===== src/rtl/bascomp_pkg.sv =====
// Shared encodings for the basic-computer control path: common-bus sources and sequencer states.
// Pure definitions; no logic, latency or flow control.
package bascomp_pkg;

   typedef enum logic [2:0] {
      BUS_NONE = 3'd0,
      BUS_AR   = 3'd1,
      BUS_PC   = 3'd2,
      BUS_DR   = 3'd3,
      BUS_AC   = 3'd4,
      BUS_IR   = 3'd5,
      BUS_TR   = 3'd6,
      BUS_MEM  = 3'd7
   } bus_sel_e;

   localparam logic [1:0] ST_IDLE = 2'd0;
   localparam logic [1:0] ST_INIT = 2'd1;
   localparam logic [1:0] ST_RUN  = 2'd2;

   localparam logic [3:0] SC_EXEC_FIRST = 4'd3;
   localparam logic [3:0] SC_LAST       = 4'd15;

endpackage


===== src/rtl/seq_counter.sv =====
// 4-bit sequence counter: clear beats increment; value changes one cycle after the request.
// No flow control; async active-high reset to zero.
module seq_counter (
   input  logic       clk,
   input  logic       rst,
   input  logic       inc,
   input  logic       clr,
   output logic [3:0] q
);

   logic [3:0] r_cnt;

   always_ff @(posedge clk or posedge rst) begin
      if (rst) begin
         r_cnt <= 4'd0;
      end else if (clr) begin
         r_cnt <= 4'd0;
      end else if (inc) begin
         r_cnt <= r_cnt + 4'd1;
      end
   end

   assign q = r_cnt;

endmodule


===== src/rtl/fetch_sequencer.sv =====
// Instruction fetch/decode timing sequencer: IDLE -> INIT -> RUN with T0..T15 slots.
// Strobes decode state/sc combinationally (zero latency); stop/exec_done act only at boundaries.
module fetch_sequencer
   import bascomp_pkg::*;
(
   input  logic        clk,
   input  logic        rst,
   input  logic        start,
   input  logic        stop,
   input  logic [15:0] ir_in,
   input  logic        exec_done,
   output logic        pc_clr,
   output logic        pc_inc,
   output logic        ar_load,
   output logic        ir_load,
   output logic        mem_read,
   output logic [2:0]  bus_sel,
   output logic [15:0] t,
   output logic [7:0]  d,
   output logic        i_flag,
   output logic        running,
   output logic        timeout_err
);

   logic [1:0] r_state;
   logic [1:0] w_state_nxt;
   logic [7:0] r_d;
   logic       r_i_flag;
   logic       r_timeout_err;
   logic [3:0] w_sc;
   logic       w_in_run;
   logic       w_boundary;
   logic       w_timeout;
   logic       w_sc_clr;
   logic       w_sc_inc;
   logic       w_unused_addr;

   assign w_unused_addr = ^ir_in[11:0];

   assign w_in_run   = (r_state == ST_RUN);
   assign w_timeout  = w_in_run && (w_sc == SC_LAST) && !exec_done;
   // An instruction ends on exec_done from T3 onward, or unconditionally after T15.
   assign w_boundary = w_in_run && (((w_sc >= SC_EXEC_FIRST) && exec_done) || (w_sc == SC_LAST));
   assign w_sc_clr   = !w_in_run || w_boundary;
   assign w_sc_inc   = w_in_run && !w_boundary;

   seq_counter u_sc (
      .clk (clk),
      .rst (rst),
      .inc (w_sc_inc),
      .clr (w_sc_clr),
      .q   (w_sc)
   );

   always_comb begin
      w_state_nxt = r_state;
      case (r_state)
         ST_IDLE: if (start) w_state_nxt = ST_INIT;
         ST_INIT: w_state_nxt = ST_RUN;
         ST_RUN:  if (w_boundary && stop) w_state_nxt = ST_IDLE;
         default: w_state_nxt = ST_IDLE;
      endcase
   end

   always_ff @(posedge clk or posedge rst) begin
      if (rst) begin
         r_state       <= ST_IDLE;
         r_d           <= 8'd0;
         r_i_flag      <= 1'b0;
         r_timeout_err <= 1'b0;
      end else begin
         r_state <= w_state_nxt;
         if (w_in_run && (w_sc == 4'd2)) begin
            r_d      <= 8'd1 << ir_in[14:12];
            r_i_flag <= ir_in[15];
         end
         if (w_timeout) begin
            r_timeout_err <= 1'b1;
         end
      end
   end

   always_comb begin
      pc_clr   = (r_state == ST_INIT);
      pc_inc   = 1'b0;
      ar_load  = 1'b0;
      ir_load  = 1'b0;
      mem_read = 1'b0;
      bus_sel  = BUS_NONE;
      if (w_in_run) begin
         case (w_sc)
            4'd0: begin
               bus_sel = BUS_PC;
               ar_load = 1'b1;
            end
            4'd1: begin
               bus_sel  = BUS_MEM;
               mem_read = 1'b1;
               ir_load  = 1'b1;
               pc_inc   = 1'b1;
            end
            4'd2: begin
               bus_sel = BUS_IR;
               ar_load = 1'b1;
            end
            default: bus_sel = BUS_NONE;
         endcase
      end
   end

   assign t           = w_in_run ? (16'd1 << w_sc) : 16'd0;
   assign running     = (r_state != ST_IDLE);
   assign d           = r_d;
   assign i_flag      = r_i_flag;
   assign timeout_err = r_timeout_err;

endmodule


===== config.mk =====
export PLATFORM = sky130hd
export DESIGN_NAME = fetch_sequencer
export DESIGN_NICKNAME = d
export VERILOG_FILES = /design/src/rtl/bascomp_pkg.sv /design/src/rtl/seq_counter.sv /design/src/rtl/fetch_sequencer.sv
export SDC_FILE = /design/constraint.sdc
export NUM_CORES = 1
export LEC_CHECK = 0
export BUFFER_PORTS_ARGS = -buffer_cell sky130_fd_sc_hd__clkbuf_2
export CORE_ASPECT_RATIO = 1.5
export CORE_MARGIN = 2
export CORE_UTILIZATION = 46
export CTS_CLUSTER_DIAMETER = 40
export DETAILED_ROUTE_END_ITERATION = 10
export GPL_TIMING_DRIVEN = 0
export MAX_ROUTING_LAYER = met4
export PLACE_DENSITY = 0.83
export SYNTH_ARGS = -nofsm -noshare
export SYNTH_HDL_FRONTEND = slang
export SYNTH_SLANG_ARGS = --single-unit

===== constraint.sdc =====
create_clock -name clk -period 2.95 [get_ports clk]
set_input_delay 0.4425 -clock clk [delete_from_list [all_inputs] [get_ports clk]]
set_output_delay 0.4425 -clock clk [all_outputs]
set_load 0.01 [all_outputs]

-- Yosys cells after proc, flatten, opt, wreduce, memory -nomap -nowiden
Cells that the tools add are included.
- flip-flop bits (word level): 16
- bits of input ports: 21
- word-level logic and storage cells: 46
- add/subtract/negate cells: 1
- magnitude comparators: 1
- equality and inequality tests: 7
- shift-type cells: 2
- multiplexer cells: 12
- reduce and logical (&&, ||, !) cells: 18
- operator list (kind ; number):
    $mux W16 ; 1
    $shl A1 B4 Y16 const A ; 1
    $pmux W3 S3 ; 1
    $mux W4 ; 2
    $shl A1 B3 Y8 const A ; 1
    $logic_and A1 B1 Y1 ; 7
    $pmux W2 S3 ; 1
    $add A4 B1 Y4 const B ; 1
    $eq A4 B1 Y1 const B ; 1
    $eq A4 B2 Y1 const B ; 1
    $eq A4 B4 Y1 const B ; 1
    $ge A4 B2 Y1 const B ; 1
    $logic_not A4 Y1 ; 1
    $mux W1 ; 4
    $mux W2 ; 2
    $reduce_bool A2 Y1 ; 2
    $logic_not A1 Y1 ; 3
    $mux W3 ; 1
    $eq A2 B1 Y1 const B ; 1
    $eq A2 B2 Y1 const B ; 1
    $logic_not A2 Y1 ; 1
    $logic_or A1 B1 Y1 ; 2
    $ne A2 B1 Y1 const B ; 1
    $ne A2 B2 Y1 const B ; 1
    2 further kinds ; 2

-- Depth between registers and ports, before layout
Gate-level depths: netlist of run 1.
- word-level depth: 8
- gate-level depth with buffers: 6
- depth with buffers taken out: 4

-- By module
Synthesis of run 1 repeated with hierarchy kept, for this count alone.
- cells, all modules: 102
- area total of the unflattened synthesis: 912.1 µm²
- by module, submodules not included (module ; instances ; cells each ; area each (µm²) ; sequential area each (µm²)):
    fetch_sequencer ; 1 ; 85 ; 715.7 ; 300.3
    seq_counter ; 1 ; 17 ; 196.4 ; 100.1

-- Worst setup path before layout of run 1
No wires, ideal clock.
- path kind: reg2out
- start: reg r_state[0]
- end: out bus_sel[2]
- data arrival time: 1.278 ns
- required time: 2.508 ns
- slack: 1.230 ns
- cell stages (with the launch flop): 6
- buffers on the path: 2
- cells stage by stage: dfrtp_1 nor4b_4 nand2_2 buf_6 nand2_1 buf_4
- cells in the longest elaborated chain, start to end: 2
- ends and longest elaborated chain (what ; RTL line ; RTL):
    from (decl) ; fetch_sequencer.sv:25 ; logic [1:0] r_state;
    from (signal assigned) ; fetch_sequencer.sv:72 ; r_state <= w_state_nxt;
    $eq A2 B2 Y1 ; fetch_sequencer.sv:40 ; assign w_in_run = (r_state == ST_RUN);
    $mux W3 ; fetch_sequencer.sv:90 ; if (w_in_run) begin
    to (decl) ; fetch_sequencer.sv:17 ; output logic [2:0] bus_sel,
Every way passes these cells.

-- Final worst setup path of run 1
Ends and elaborated chain as after synthesis.

==> results.toml, run 1 <==
[run_status]
run_status = "finished, final reports clean"

[floorplan]
area_of_the_die_um2 = 2520
overall_die_height_um = 60.5
start_util = 0.483
floorplan.core_area_um2 = 2030
io_pins = 56
die_width_um = 41.7
row_count = 20

[clock_network]
htree_num_levels = 1
cts_root_buf = "clkbuf_4"
cts_setup_buffers = 0
tritoncts_clock_tree = "yes"
clock_latency_ns = 0.29
cts.sinks = 16
numCtsBuffers = 3
max-clock-path-buffers = 2
cts.reportedPaths.clkPinSlew_ns = 0.09
post_cts.resized_instances = 0
postCtsHoldBufs = 0

[sta]
final-setup-viol-count = 0
tightestPinTransition_ns = 0.581
layout_worst_path_cycle_share = 0.736
timing.hold.ws_ns = 0.183
final_worst_clock_skew_ns = 0.00849
final_hold_viol_count = 0
timing.slew.headroom = 0.612
slew_violations = 0
fmax_ghz = 0.460
post-route-worst-setup-slack_ns = 0.778
timing.setup.tns_ns = 0
period_needed_ns = 2.17
rsz0062_at_grt = "false"

[grt]
grt_first_pass_wirelength_um = 3240
first_global_vias = 757
antenna_found_initial = 0
grt_start_max_net_pins = 17
grt_util_all_layers = 0.172
grt.overflow.total = 0

[route]
drt-total-wl_um = 1880
route.detailed.wl_per_inst_um = 11.4
detailedRoute.firstPassIterationCount = 3
routed_via_density = 5.06
detail_route.iter0.violations = 6
drcViolationCount = 0
vias_post_dr = 830
detail-route-antenna-nets = 0

[synth]
synth.area.top_cells = "dfrtp_1 41%, mux2_4 11%, and3_1 7.7%, ha_1 7.7%, inv_1 4.6%"
mappedNetlistNets = 122
postSynthRegisterBits = 16
syn_area_um2 = 980
largest_family_of_logic_cells_by_synthesized_area = "simple AND/OR/NAND/NOR gates"
synth_simple_gate_area_frac = 0.250
post_synth_mux_area_share = 0.130
synth-edff-count = 0
yosys_synthesis_warning_count = 0
synth-adder-area-share = 0.0766
synth_sequential_area_ratio = 0.409
avgSynthCellArea_um2 = 10.3
yosys.area_share.xor_xnor = 0.00894
share_of_the_synthesized_area_in_the_top_cell_type = 0.409
compound_gate_fraction_of_synth_area = 0.0409
ys.flop_type = "dfrtp_1"
ys_async_sr_fraction = 1.00
synthesis.instances = 95
synth_top_cell_by_area = "dfrtp_1"
synth.distinct_cells = 26

[setup_path]
path_class = "reg -> out"
path_max_fanout = 10
critical_path.cell_chain = "nor4b_4, nand2_2, buf_6, nand2_1, buf_4, clkbuf_2"
worst_ep_required_time_ns = 2.51
critical-path-max-stage-delay_ns = 0.44
timing.critical_path.arrival_ns = 1.73
setup.worst_path.start_class = "flop"
cp-end-kind = "output port"
crit_path_top_delay_cell = "dfrtp_1"

[final_layout]
final-instance-count-excl-fill = 164
diodes = 0
finalInstanceArea_um2 = 1260
layout.core_utilization = 0.621
nets = 170
final_layout_size_suffix_gt1_frac = 0.444
synthToLayoutAreaGrowth_pct = 28.5

[power]
total_power_mw = 1.16
pwr-share-comb = 0.580
leakagePower_nw = 0.817
switching_share = 0.409
power_frac_seq = 0.299
power.internal_mw = 0.687
worst_ir_drop_vdd_mv = 0.464
power_per_cell_area_nw_per_um2 = 924
p_clk_frac = 0.122
switching_power_mw = 0.476

[flow_run]
max_cap_viol_count = 0

[place]
placed_area_um2 = 1220
placedCellCount = 160
placed_wire_length_estimate_after_detailed_placement_um = 1600
numPortBuffers = 43
globalplace.congestion = 0.853
detailedPlace.worstSlack_ns = 1.06

[hold_path]
min_path_type = "in -> async"
## power groups by stage
stage                     sequential [mW]  clock (mW)  combinational (mW)
after global routing                0.361       0.152               0.751
final                               0.347       0.142               0.674
after global placement              0.350           0               0.668
after detailed placement            0.351           0               0.689
after CTS                           0.348       0.145               0.690
after floorplan                     0.361           0               0.448
## layout by cell type, fill, tap and decap left out, types with 2 or more instances in the layout
cell and count:
nand2_1 6, buf_4 3, dfrtp_1 16, nor2_1 6, mux2_2 2, nor3b_1 4
clkbuf_2 43, mux2_4 7, a21oi_1 2, and2_1 3, clkbuf_4 3, and3b_1 2
and3_1 12, ha_1 6, inv_1 12, nor2b_1 2
## final cells by class
class	instances	area, um2
multi-input cells	62	497
flip-flops and latches	16	400
plain buffers	5	37.5
inverters	12	45.0
well taps	22	27.5
repair buffers	43	215
fillers	184	768
clock buffers	4	36.3
## cells by family after synthesis
group	after synthesis
simple gates	40
compound gates	6
fa+ha+maj	6
buf+inv	17
flops	16
xor+xnor	1
mux	9
## state kept, by name, summed over array words and instances (netlist names)
name and count:
i_flag 1, d 8, r_state 2, timeout_err 1, u_sc.q 4
## worst max-delay path: cells and delay by family, from the launching register on
family	cells	cell delay (ns)
buf+inv	3	0.38
flops	1	0.44
simple gates	3	0.62
## worst paths after layout
check,start,endpoint,slack (ns),cells after the start
min reg2reg,timeout_err,timeout_err,0.48,1
max in group asynchronous,rst,d[1],2.38,2
min in group clk,start,r_state[0],0.34,3
max reg2reg,r_state[0],d[3],1.39,4
min,rst,timeout_err,0.18,2
max,r_state[0],bus_sel[2],0.78,6
## synth_stat cells (all sizes together), types with 2 or more instances
master / number
dfrtp: 16
and3: 12
inv: 12
mux2: 9
nand2: 7
ha: 6
nor2: 6
buf: 4
nor3b: 4
and2: 3
a21oi: 2
and3b: 2
nor2b: 2
## metal layers
metal  vias to the layer above  global-route usage  part of all wire
li1                        407                   -                 -
met1                       390               0.182              0.37
met2                        29               0.319              0.56
met3                         4              0.0208             0.056
met4                         0              0.0783             0.014
met5                         -                   -                 0
(Power assumes the default switching activity.)
==> run 2: changes to the inputs <==
--- a/config.mk
+++ b/config.mk
@@ -8,12 +8,12 @@
 export BUFFER_PORTS_ARGS = -buffer_cell sky130_fd_sc_hd__clkbuf_2
 export CORE_ASPECT_RATIO = 1.5
 export CORE_MARGIN = 2
-export CORE_UTILIZATION = 46
+export CORE_UTILIZATION = 39
 export CTS_CLUSTER_DIAMETER = 40
 export DETAILED_ROUTE_END_ITERATION = 10
 export GPL_TIMING_DRIVEN = 0
 export MAX_ROUTING_LAYER = met4
-export PLACE_DENSITY = 0.83
+export PLACE_DENSITY = 0.75
 export SYNTH_ARGS = -nofsm -noshare
 export SYNTH_HDL_FRONTEND = slang
 export SYNTH_SLANG_ARGS = --single-unit
==> constraint.sdc (replaced) <==
create_clock -name clk -period 1.95 [get_ports clk]
set_input_delay 0.2925 -clock clk [delete_from_list [all_inputs] [get_ports clk]]
set_output_delay 0.2925 -clock clk [all_outputs]
set_load 0.01 [all_outputs]
==> run 2 against run 1 <==
Against the previous run:
- clock skew fell by 0.0041 ns
- cell area rose by 8.3%
- count of clock-buffer cells in the layout did not move
- critical path depth did not move
- largest cell class unchanged
==> results.toml, run 2 (synthesis gave the netlist of run 1 again) <==
[power]
leakagePower_nw = 0.868
switching_share = 0.400
power_per_cell_area_nw_per_um2 = 1470
p_clk_frac = 0.103
power.internal_mw = 1.20
worst_ir_drop_vdd_mv = 0.634
power_frac_seq = 0.266
pwr-share-comb = 0.631
switching_power_mw = 0.801

[sta]
timing.setup.tns_ns = 0
final_hold_viol_count = 0
fmax_ghz = 0.530
layout_worst_path_cycle_share = 0.967
timing.hold.ws_ns = 0.0390
tightestPinTransition_ns = 0.566
period_needed_ns = 1.89
final-setup-viol-count = 0
slew_violations = 0
final_worst_clock_skew_ns = 0.00439
timing.slew.headroom = 0.622

[setup_path]
timing.critical_path.arrival_ns = 1.59
cp-end-kind = "output port"
path_class = "reg -> out"
r2r_slack_ns = 0.26
worst_ep_required_time_ns = 1.66
worst_r2r_path_depth = 6
reg2reg_from = "r_state[0]"
r2r_end = "d[1]"
path_max_fanout = 7
setup.worst_path.start_class = "flop"

[clock_network]
cts.reportedPaths.clkPinSlew_ns = 0.09
htree_num_levels = 1
clock_latency_ns = 0.27
numCtsBuffers = 3
tritoncts_clock_tree = "yes"
cts.sinks = 16
cts_root_buf = "clkbuf_4"
max-clock-path-buffers = 2

[grt]
grt.overflow.total = 0
first_global_vias = 750
antenna_found_initial = 0
grt_start_max_net_pins = 17
grt_first_pass_wirelength_um = 3040
grt_util_all_layers = 0.140

[route]
routed_via_density = 4.86
drt-total-wl_um = 1980
detail-route-antenna-nets = 0
route.detailed.wl_per_inst_um = 11.4
drcViolationCount = 0
detailedRoute.firstPassIterationCount = 3
detail_route.iter0.violations = 5
vias_post_dr = 840

[floorplan]
overall_die_height_um = 65.4
die_width_um = 44.9
area_of_the_die_um2 = 2940
floorplan.core_area_um2 = 2420
start_util = 0.404
row_count = 22
io_pins = 56

[place]
placed_area_um2 = 1220
numPortBuffers = 43
placedCellCount = 162
placed_wire_length_estimate_after_detailed_placement_um = 1560
globalplace.congestion = 0.774

[hold_path]
min_path_type = "in -> async"

[final_layout]
layout.cells.most_common_list = "41 x clkbuf_2, 14 x dfrtp_1, 12 x and3_1"
final-instance-count-excl-fill = 173
fillCellCount = 228
synthToLayoutAreaGrowth_pct = 39.2
largest_reg_flops = 8
diodes = 0
final_layout_size_suffix_gt1_frac = 0.537
finalInstanceArea_um2 = 1360
most_common_cell_after_layout_fill_and_taps_aside = "clkbuf_2"
nets = 177

[run_status]
run_status = "finished, final reports clean"

[flow_run]
max_cap_viol_count = 0
run 2: cell types whose count changed in the layout (fill, tap and decap cells not counted), moves of 2 or more:
cell | before | now
buf_4 | 3 | 10
nand2_2 | 1 | 3
dfrtp_1 | 16 | 14
nand2_1 | 6 | 2
clkbuf_2 | 43 | 41
nand2_4 | 0 | 2
dfrtp_2 | 0 | 2
run 2: layer usage:
metal,global-route usage,part of all wire,vias up
met1,0.151,0.38,394
met5,-,0,-
met4,0.0441,0.0040,0
met2,0.255,0.57,23
li1,-,-,421
met3,0.0165,0.047,2
run 2: critical path: stages, from the launching register on:
cell and delay, ns:
dfrtp_2 0.45, nor4b_4 0.33, buf_4 0.18, nand2_4 0.05, buf_8 0.13, nand2_2 0.07, buf_6 0.10
run 2: area by class of cell:
type | instances | area, um2 | share of cell area
multi-input combinational | 62 | 524 | 0.384
timing repair buffer | 51 | 288 | 0.211
sequential | 16 | 403 | 0.295
tap | 24 | 30.0 | 0.0220
inverter | 12 | 47.5 | 0.0349
buffer | 4 | 35.0 | 0.0257
clock buffer | 4 | 36.3 | 0.0266
run 2: timing repair:
| item | 4_1_cts | 5_1_grt |
|---|---|---|
| buffers inserted | 3 | 5 |
| hold buffers | 0 | 0 |
| pin swaps | 3 | 4 |
| resized for setup | 2 | 18 |
| endpoints found under the setup margin | 7 | 14 |
| endpoints found under the hold margin | 0 | 0 |
run 2: worst max path at each step:
stage	slack, ns	to	depth (start not counted)	startpoint
CTS	0.001	bus_sel[2]	6	u_sc.q[2]
global route	-0.008	mem_read	6	r_state[0]
global placement	0.23	bus_sel[2]	6	r_state[0]
finish	0.06	bus_sel[0]	6	r_state[0]
floorplan	0.38	bus_sel[2]	5	r_state[0]
detailed placement	0.20	bus_sel[2]	6	r_state[0]
run 2: metrics by stage:
step / worst slack, ns / power [mW] / util
floorplan: 0.380 / 1.22 / -
global placement: 0.229 / 1.55 / 0.506
detailed placement: 0.197 / 1.58 / 0.506
CTS: 0.00142 / 1.86 / 0.532
global route: -0.00785 / 2.16 / 0.563
finish: 0.0649 / 2.00 / 0.563
run 2: power by group through the flow:
stage	combinational [mW]	clock [mW]	sequential [mW]
after floorplan	0.677	0	0.547
after global placement	1.02	0	0.529
after detailed placement	1.05	0	0.532
after CTS	1.11	0.213	0.529
after global routing	1.38	0.227	0.553
final	1.26	0.207	0.533
